<file path="src/rtl/vga_pkg.sv">
// ---------------------------------------------------------------------------
// vga_pkg
// Shared constants for the VGA pipeline: 640x480 active-area timing origin,
// the 12-bit (4:4:4) colour palette and the sprite speed FSM state type.
// No ports.
// ---------------------------------------------------------------------------
package vga_pkg;

  // First active pixel / line as seen on display_controller hCount/vCount.
  localparam int H_START  = 144;
  localparam int V_START  = 35;
  localparam int H_ACTIVE = 640;
  localparam int V_ACTIVE = 480;

  // 12-bit RGB colours, 4 bits per channel.
  localparam logic [11:0] BLACK      = 12'h000;
  localparam logic [11:0] BG         = 12'h015;
  localparam logic [11:0] RED        = 12'hF00;
  localparam logic [11:0] PINK       = 12'hF8B;
  localparam logic [11:0] GREY       = 12'h888;
  localparam logic [11:0] LIGHT_BLUE = 12'h8CF;
  localparam logic [11:0] TAN        = 12'hDB9;

  // Sprite speed FSM. Encodings are fixed so they stay compatible with
  // older blocks that compare against raw 2-bit values.
  typedef enum logic [1:0] {
    IDLE = 2'd0,
    SLOW = 2'd1,
    FAST = 2'd2
  } speed_state_t;

endpackage

</file>
<file path="src/rtl/sprite_axis_step.sv">
// ---------------------------------------------------------------------------
// sprite_axis_step
// Combinational next-position logic for one axis of the sprite.
//   pos   in  10 : current position on this axis
//   inc   in   1 : button moving towards larger coordinates
//   dec   in   1 : button moving towards smaller coordinates
//   step  in  11 : step size for this tick
//   next  out 10 : position after the step, wrapped or clamped to [0, MAX]
// Both buttons pressed together cancel out and the position holds.
// ---------------------------------------------------------------------------
module sprite_axis_step #(
  parameter int MAX  = 624,
  parameter bit WRAP = 1'b1
) (
  input  logic [9:0]  pos,
  input  logic        inc,
  input  logic        dec,
  input  logic [10:0] step,
  output logic [9:0]  next
);

  localparam logic [10:0] MAX_W = 11'(MAX);
  localparam logic [9:0]  MAX_P = 10'(MAX);

  // Sum is kept at 11 bits so an overshoot past MAX is never lost to
  // truncation before the compare.
  logic [10:0] pos_w;
  logic [10:0] sum;
  logic [9:0]  diff;

  always_comb begin
    pos_w = {1'b0, pos};
    sum   = pos_w + step;
    diff  = pos - step[9:0];
    next  = pos;
    if (inc && !dec) begin
      if (sum > MAX_W) begin
        next = WRAP ? 10'd0 : MAX_P;
      end else begin
        next = sum[9:0];
      end
    end else if (dec && !inc) begin
      if (pos_w < step) begin
        next = WRAP ? MAX_P : 10'd0;
      end else begin
        next = diff;
      end
    end
  end

endmodule

</file>
<file path="src/rtl/sprite_motion_ctrl.sv">
// ---------------------------------------------------------------------------
// sprite_motion_ctrl
// Moves a rectangular sprite once per frame tick from four direction buttons
// (diagonals, hold-to-accelerate, wrap or clamp at the edges) and renders it
// into the display_controller raster.
//   clk                      in   1 : pixel clock
//   rst                      in   1 : asynchronous active-high reset
//   tick                     in   1 : one-cycle movement strobe per frame
//   up, down, left, right    in   1 : synchronised direction buttons
//   bright                   in   1 : high inside the visible area
//   hCount, vCount           in  10 : raster counters
//   xpos, ypos               out 10 : sprite top-left, active-area coords
//   sprite_hit               out  1 : registered, pixel lies on the sprite
//   rgb                      out 12 : registered pixel colour
// ---------------------------------------------------------------------------
module sprite_motion_ctrl #(
  parameter int          H_START     = vga_pkg::H_START,
  parameter int          V_START     = vga_pkg::V_START,
  parameter int          H_ACTIVE    = vga_pkg::H_ACTIVE,
  parameter int          V_ACTIVE    = vga_pkg::V_ACTIVE,
  parameter int          SPR_W       = 16,
  parameter int          SPR_H       = 16,
  parameter int          STEP        = 2,
  parameter int          ACCEL_TICKS = 4,
  parameter bit          WRAP        = 1'b1,
  parameter int          X_INIT      = 320,
  parameter int          Y_INIT      = 240,
  parameter logic [11:0] SPR_COLOR   = vga_pkg::RED,
  parameter logic [11:0] BG_COLOR    = vga_pkg::BG
) (
  input  logic        clk,
  input  logic        rst,
  input  logic        tick,
  input  logic        up,
  input  logic        down,
  input  logic        left,
  input  logic        right,
  input  logic        bright,
  input  logic [9:0]  hCount,
  input  logic [9:0]  vCount,
  output logic [9:0]  xpos,
  output logic [9:0]  ypos,
  output logic        sprite_hit,
  output logic [11:0] rgb
);

  import vga_pkg::*;

  localparam int XMAX  = H_ACTIVE - SPR_W;
  localparam int YMAX  = V_ACTIVE - SPR_H;
  localparam int CNT_W = $clog2(ACCEL_TICKS + 1);

  localparam logic [CNT_W-1:0] CNT_SAT   = CNT_W'(ACCEL_TICKS);
  localparam logic [10:0]      STEP_BASE = 11'(STEP);
  localparam logic [10:0]      STEP_FAST = 11'(2 * STEP);

  speed_state_t     state;
  logic [CNT_W-1:0] cnt;
  logic [CNT_W-1:0] cnt_inc;
  logic [9:0]       disp_x;
  logic [9:0]       disp_y;
  logic [9:0]       x_next;
  logic [9:0]       y_next;
  logic [10:0]      step;
  logic             active;

  // Opposing buttons cancel, so an axis only counts when exactly one of
  // its two buttons is pressed.
  assign active  = (right ^ left) | (down ^ up);
  // Speed comes from the state held before this tick.
  assign step    = (state == FAST) ? STEP_FAST : STEP_BASE;
  assign cnt_inc = (cnt < CNT_SAT) ? cnt + 1'b1 : cnt;

  sprite_axis_step #(.MAX(XMAX), .WRAP(WRAP)) u_step_x (
    .pos  (xpos),
    .inc  (right),
    .dec  (left),
    .step (step),
    .next (x_next)
  );

  sprite_axis_step #(.MAX(YMAX), .WRAP(WRAP)) u_step_y (
    .pos  (ypos),
    .inc  (down),
    .dec  (up),
    .step (step),
    .next (y_next)
  );

  // Position and speed FSM; everything here advances only on tick.
  always_ff @(posedge clk or posedge rst) begin
    if (rst) begin
      xpos  <= 10'(X_INIT);
      ypos  <= 10'(Y_INIT);
      state <= IDLE;
      cnt   <= '0;
    end else if (tick) begin
      if (active) begin
        xpos <= x_next;
        ypos <= y_next;
        case (state)
          IDLE: begin
            state <= SLOW;
            cnt   <= CNT_W'(1);
          end
          SLOW: begin
            cnt <= cnt_inc;
            if (cnt_inc >= CNT_SAT) begin
              state <= FAST;
            end
          end
          FAST:    state <= FAST;
          default: state <= IDLE;
        endcase
      end else begin
        state <= IDLE;
        cnt   <= '0;
      end
    end
  end

  // Shadow copy taken once per frame at the raster origin. Non-blocking
  // assignment means a coincident tick is seen only in the next frame.
  always_ff @(posedge clk or posedge rst) begin
    if (rst) begin
      disp_x <= 10'(X_INIT);
      disp_y <= 10'(Y_INIT);
    end else if (hCount == 10'd0 && vCount == 10'd0) begin
      disp_x <= xpos;
      disp_y <= ypos;
    end
  end

  // Hit window compare done at 12 bits so H_START + disp + size cannot
  // overflow the raster counter width.
  logic [11:0] h_lo, h_hi, v_lo, v_hi;
  logic        hit;

  assign h_lo = 12'(H_START) + {2'b00, disp_x};
  assign h_hi = h_lo + 12'(SPR_W);
  assign v_lo = 12'(V_START) + {2'b00, disp_y};
  assign v_hi = v_lo + 12'(SPR_H);
  assign hit  = ({2'b00, hCount} >= h_lo) && ({2'b00, hCount} < h_hi) &&
                ({2'b00, vCount} >= v_lo) && ({2'b00, vCount} < v_hi);

  always_ff @(posedge clk or posedge rst) begin
    if (rst) begin
      rgb        <= BLACK;
      sprite_hit <= 1'b0;
    end else begin
      sprite_hit <= bright & hit;
      if (!bright) begin
        rgb <= BLACK;
      end else if (hit) begin
        rgb <= SPR_COLOR;
      end else begin
        rgb <= BG_COLOR;
      end
    end
  end

endmodule
</file>
<file path="config.mk">
export PLATFORM = sky130hd
export DESIGN_NAME = sprite_motion_ctrl
export DESIGN_NICKNAME = d
export VERILOG_FILES = /design/src/rtl/vga_pkg.sv /design/src/rtl/sprite_axis_step.sv /design/src/rtl/sprite_motion_ctrl.sv
export SDC_FILE = /design/constraint.sdc
export NUM_CORES = 1
export LEC_CHECK = 0
export ABC_AREA = 0
export CAP_MARGIN = 20
export CORE_MARGIN = 4
export CORE_UTILIZATION = 40
export DETAILED_ROUTE_END_ITERATION = 10
export PLACE_DENSITY = 0.71
export SYNTH_ARGS = -nofsm -noshare
export SYNTH_HDL_FRONTEND = slang
export SYNTH_SLANG_ARGS = --single-unit
</file>
<file path="constraint.sdc">
create_clock -name clk -period 2.8 [get_ports clk]
set_input_delay 0.84 -clock clk [delete_from_list [all_inputs] [get_ports clk]]
set_output_delay 0.84 -clock clk [all_outputs]
set_load 0.02 [all_outputs]
</file>
### Yosys cells after proc, flatten, opt, wreduce, memory -nomap -nowiden

Cells that the tools add are included.

* bits in registers: 58
* bits of input ports: 28
* output and inout port bits: 33
* logic and storage cells: 73

* add/sub/neg operators: 9
* $lt $le $gt $ge: 10
* eq/ne operators: 4
* multiplexer cells: 17
* bitwise operators: 4
* reductions and logical operators: 21

Operators by type and width (count)
* 2-to-1 mux 10 bit: 8
* adder 11 x 5 -> 12 bit, second input constant: 2
* less-than comparator 10 x 12 -> 1 bit: 2
* 2-to-1 mux 12 bit: 2
* adder 10 x 3 -> 11 bit: 2
* >= comparator 10 x 11 -> 1 bit: 2
* zero test 10 bit: 2
* less-than comparator 10 x 3 -> 1 bit: 2
* subtractor 10 x 3 -> 10 bit: 2
* adder 6 x 10 -> 11 bit, first input constant: 1
* adder 8 x 10 -> 11 bit, first input constant: 1
* greater-than comparator 11 x 10 -> 1 bit, second input constant: 1
* greater-than comparator 11 x 9 -> 1 bit, second input constant: 1
* 2-to-1 mux 3 bit: 3
* logical AND 1 bit: 8
* case mux 2 bit (3 select lines): 1
* case mux 3 bit (2 select lines): 1
* AND reduction 3 bit: 2
* zero test 1 bit: 4
* 2-to-1 mux 2 bit: 2
* AND reduction 2 bit: 2
* nonzero test 2 bit: 2
* adder 3 x 1 -> 3 bit, second input constant: 1
* >= comparator 3 bit, second input constant: 1
* 9 further kinds: 10

### Logic depth before layout (Yosys ltp)

Gate-level depths: netlist of run 1.

* depth after elaboration: 8
* gate-level depth with buffers: 12

### Modules after synthesis

A second synthesis of run 1 with hierarchy kept.

* cell total of the unflattened synthesis: 696
* area, all modules: 5804.3 um^2

By module, submodules not included
* sprite_motion_ctrl: instances 1, cells an instance 350, area each 3263.1 um^2
* sprite_axis_step at u_step_y: instances 1, cells an instance 182, area each 1340.0 um^2
* sprite_axis_step at u_step_x: instances 1, cells an instance 164, area each 1201.2 um^2

### Worst setup path before layout of run 1

Ideal clock, no wire load.

* kind: register to register
* start point: reg state[0]
* end point: reg xpos[3]
* setup time: 0.133 ns
* arrival: 2.698 ns
* required time: 2.667 ns
* path slack: -0.031 ns
* cell stages (with the launch flop): 13
* clock period less this slack: 2.831 ns
* cell sequence: dfrtp_1 > inv_1 > ha_1 > inv_1 > ha_1 > inv_1 > fa_1 > nand2_1 > a31o_2 > a22oi_1 > o32a_2 > a41oi_1 > o41ai_2

* longest elaborated chain between the ends: 6

RTL lines
* start: declaration: line sprite_motion_ctrl.sv:57 `speed_state_t state;`
* start signal: assignment: line sprite_motion_ctrl.sv:95 `state <= IDLE;`
* start signal: assignment: line sprite_motion_ctrl.sv:103 `state <= SLOW;`
* start signal: assignment: line sprite_motion_ctrl.sv:109 `state <= FAST;`
* equality test 2 bit *: line sprite_motion_ctrl.sv:71 `assign step = (state == FAST) ? STEP_FAST : STEP_BASE;`
* 2-to-1 mux 3 bit *: line sprite_motion_ctrl.sv:71
* adder 10 x 3 -> 11 bit (tied with other cells): line sprite_axis_step.sv:33 `sum = pos_w + step;`
* greater-than comparator 11 x 10 -> 1 bit or 2-to-1 mux 10 bit (tied branches): line sprite_axis_step.sv:37, sprite_axis_step.sv:43
* 2-to-1 mux 10 bit, on equally long branches: line sprite_axis_step.sv:37, sprite_axis_step.sv:42
* 2-to-1 mux 10 bit *: line sprite_axis_step.sv:36 `if (inc && !dec) begin`
* end signal: assignment: line sprite_motion_ctrl.sv:93 `xpos <= 10'(X_INIT);`
* end signal: assignment: line sprite_motion_ctrl.sv:99 `xpos <= x_next;`
* end: declaration: line sprite_motion_ctrl.sv:41 `output logic [9:0] xpos,`

Mark *: on every way between the ends. The rest lies on a longest branch, timed or not. The select of a mux whose other input is x is not followed.
A chain may end at the register's enable or synchronous reset.

### Final worst setup path of run 1

* start point: reg state[1]
* end point: reg xpos[3]

Same word-level chain as after synthesis.

==> results of run 1 <==
-- Yosys cell counts (14+ instances only) --
master,instances,area [um2]
nor3_1,14,70.1
nor2_1,28,105
ha_1,49,613
o21ai_0,36,180
buf_4,14,105
nand3_1,22,110
inv_1,39,146
nand2_1,40,150
xnor2_1,20,175
dfrtp_1,31,776
a21oi_1,29,145
-- cells by family after synthesis --
group,count (synthesis)
AOI/OAI and AO/OA,137
xor gates and xnor gates,29
adders and majority gates,53
muxes,18
buffers and inverters,76
and+or+nand+nor,157
DFF,43
other,1
-- stage by stage --
stage	hold slack (ns)	TNS, ns	power [mW]	utilization (%)
floorplan	0.475	0	2.68	-
finish	0.551	0	4.19	51.2
global placement	0.494	-0.0323	3.41	48.1
CTS	0.540	0	3.91	49.0
global route	0.579	-0.0963	4.52	51.2
detailed placement	0.520	-0.0487	3.48	48.1
-- worst min-delay path by stage --
stage,from,to,slack [ns],depth (start not counted)
global placement,state[1],state[1],0.49,2
detailed placement,state[1],state[1],0.52,2
finish,disp_x[1],disp_x[1],0.55,2
floorplan,state[1],state[1],0.48,2
CTS,state[1],state[1],0.54,2
global route,disp_y[6],disp_y[6],0.58,2
-- timing repair --
item | 4_1_cts | 5_1_grt
endpoints found under the setup margin | 1 | 18
hold endpoints to repair | 0 | 0
buffers inserted | 0 | 8
resized for setup | 2 | 35
pin swaps | 0 | 15
-- layer usage --
layer  global-route usage (%)  vias up  wire [um]
li1                         -     1999          -
met1                     23.3     1928       4920
met2                     28.2       95       5410
met3                     2.46       22        442
met4                     6.41        0        295
met5                        0        -          0
-- critical path, cell delays in order (launching register included) --
cell and delay, ns:
dfrtp_1 0.43, ha_4 0.19, inv_4 0.07, ha_4 0.12, inv_1 0.05, fa_2 0.59, nand2_1 0.08, a31o_2 0.25
a22oi_2 0.16, o32a_4 0.20, o221ai_4 0.15, o41ai_2 0.33
-- registers in the layout (all words and copies together), names as in the netlist --
name and cells:
xpos 9, ypos 9, disp_x 9, disp_y 9
rgb 2, state 2, cnt 3
-- area by class of cell --
| class | count | area share, % |
|---|---|---|
| Clock buffer | 5 | 1.24 |
| Clock inverter | 3 | 0.430 |
| Inverter | 39 | 2.69 |
| Multi-Input combinational cell | 401 | 57.0 |
| Sequential cell | 43 | 19.8 |
| Tap cell | 140 | 3.17 |
| Timing Repair Buffer | 96 | 15.7 |
-- where the power goes --
group / internal [mW] / leakage (nW) / total (mW) / switching (mW)
clock network: 0.179 / 0.0408 / 0.413 / 0.234
logic: 1.22 / 1.77 / 2.59 / 1.37
registers: 0.806 / 0.495 / 1.19 / 0.386
total: 2.20 / 2.30 / 4.19 / 1.99
==> impl_metrics.py, run 1 <==
metrics = {
    "routing": {
        "drt_drc_violations_left": 0,
        "drt-total-wl_mm": 11.1,
        "first_pass_iters": 4,
        "routedWlPerCell_um": 15.2,
        "drt_iter0_drc": 196,
        "viasPerCell": 5.56,
        "ant_nets": 0,
        "num_vias": 4044,
    },
    "setup_path": {
        "critPathCaptureType": "flip-flop",
        "critPathKind": "flip-flop to flip-flop",
        "crit_arrival_ns": 2.92,
        "r2r-start": "state[1]",
        "r2r_slack_ns": 0.08,
        "reg2reg_to": "xpos[3]",
        "critPathLaunchType": "flip-flop",
        "worst-r2r-cell-count": 11,
        "required_ns": 3.00,
        "cp-startpoint": "state[1]",
        "cp-endpoint": "xpos[3]",
        "path_max_fanout": 4,
    },
    "cts": {
        "cts.reportedPaths.clkPinSlew_ns": 0.09,
        "cts_max_path_buffers": 2,
        "htreeDepth": 2,
        "cts_tree": "built",
        "cts.sinks": 43,
        "holdBufCountCts": 0,
        "cts_root_buf": "clkbuf_8",
        "insertion_delay_ns": 0.30,
        "numCtsBuffers": 5,
    },
    "synth": {
        "synth_xor_area_share_pct": 5.78,
        "synth_edf_count": 0,
        "synthMuxAreaShare_pct": 4.44,
        "synthAdderAreaFrac_pct": 15.8,
        "yosysWarnings": 0,
        "synth_cell_types": 70,
        "synth_area_um2": 4400,
        "ys_seq_area_share_pct": 24.8,
        "synthArstFlopShare_pct": 100,
        "syn-instance-count": 514,
        "synth-simple-area-share_pct": 18.6,
        "synth_top_family_by_area": "compound AO/OA/AOI/OAI gates",
        "synth_compound_area_share_pct": 22.4,
        "synth-seq-cells": 43,
        "synth.avg_cell_area_um2": 8.55,
        "ys.flop_type": "dfrtp_1",
    },
    "layout": {
        "area_delta_synth_final_pct": 25.7,
        "n_fill_cell": 1002,
        "final_common_cell": "clkdlybuf4s50_1",
        "num_antenna_cells": 0,
        "ff_latch_area_um2": 1090,
        "fin_nets": 667,
        "fin_area_um2": 5530,
        "final_cell_mix": "53 x clkdlybuf4s50_1, 44 x ha_1, 42 x buf_4, 40 x nand2_1, 37 x inv_1",
        "drive_gt1_share_pct": 21.3,
        "multi_input_area_um2": 3150,
        "layout.cells.non_filler": 727,
    },
    "status": {
        "outcome": "completed",
    },
    "timing": {
        "max_freq_mhz": 368,
        "fin_crit_ns": 2.72,
        "clock_skew_ns": 0.00741,
        "worst_slew_pin_slew_ns": 0.656,
        "finalHoldViolations": 0,
        "grt_setup_unrepaired": "true",
        "slew_headroom_pct": 56.3,
        "layout_setup_ws_ns": 0.0790,
        "setup_violations": 0,
        "min_period_over_period_pct": 97.2,
        "final-max-slew-violation-count": 0,
    },
    "placed_design": {
        "pre_cts_slack_ns": -0.0487,
        "globalplace.congestion": 0.913,
        "dpl.hpwl_mm": 8.50,
        "port_buffers": 53,
        "place_area_um2": 5190,
        "dp_cells": 711,
    },
    "power": {
        "peakVddDrop_mv": 0.532,
        "power.density_nw_per_um2": 758,
        "power_leakage_nw": 2.30,
    },
    "floorplanning": {
        "core_um2": 10800,
        "die-area_um2": 12700,
        "start_util_pct": 40.7,
        "die-height_um": 113,
        "rows": 38,
        "dieWidth_um": 113,
        "ios": 61,
    },
    "hold_path": {
        "hold_path_class": "flip-flop to flip-flop",
    },
    "grt": {
        "grt-ovfl-total": 0,
        "grt_max_degree": 44,
        "antenna_found_initial": 0,
        "grt_pass1_vias": 3999,
        "grt_usage_pct": 17.3,
        "grt_pass1_wl_mm": 18.7,
    },
    "run": {
        "max-cap-violations": 0,
    },
}
No activity file was read; power rests on OpenSTA's default activity.
==> inputs of run 2 (changes only) <==
--- a/config.mk
+++ b/config.mk
@@ -10,6 +10,7 @@
 export CORE_MARGIN = 4
 export CORE_UTILIZATION = 40
 export DETAILED_ROUTE_END_ITERATION = 10
+export HOLD_SLACK_MARGIN = 0.03
 export PLACE_DENSITY = 0.71
 export SYNTH_ARGS = -nofsm -noshare
 export SYNTH_HDL_FRONTEND = slang
==> results of run 2 <==
The final DEF is identical to that of run 1; final timing and power are the same.
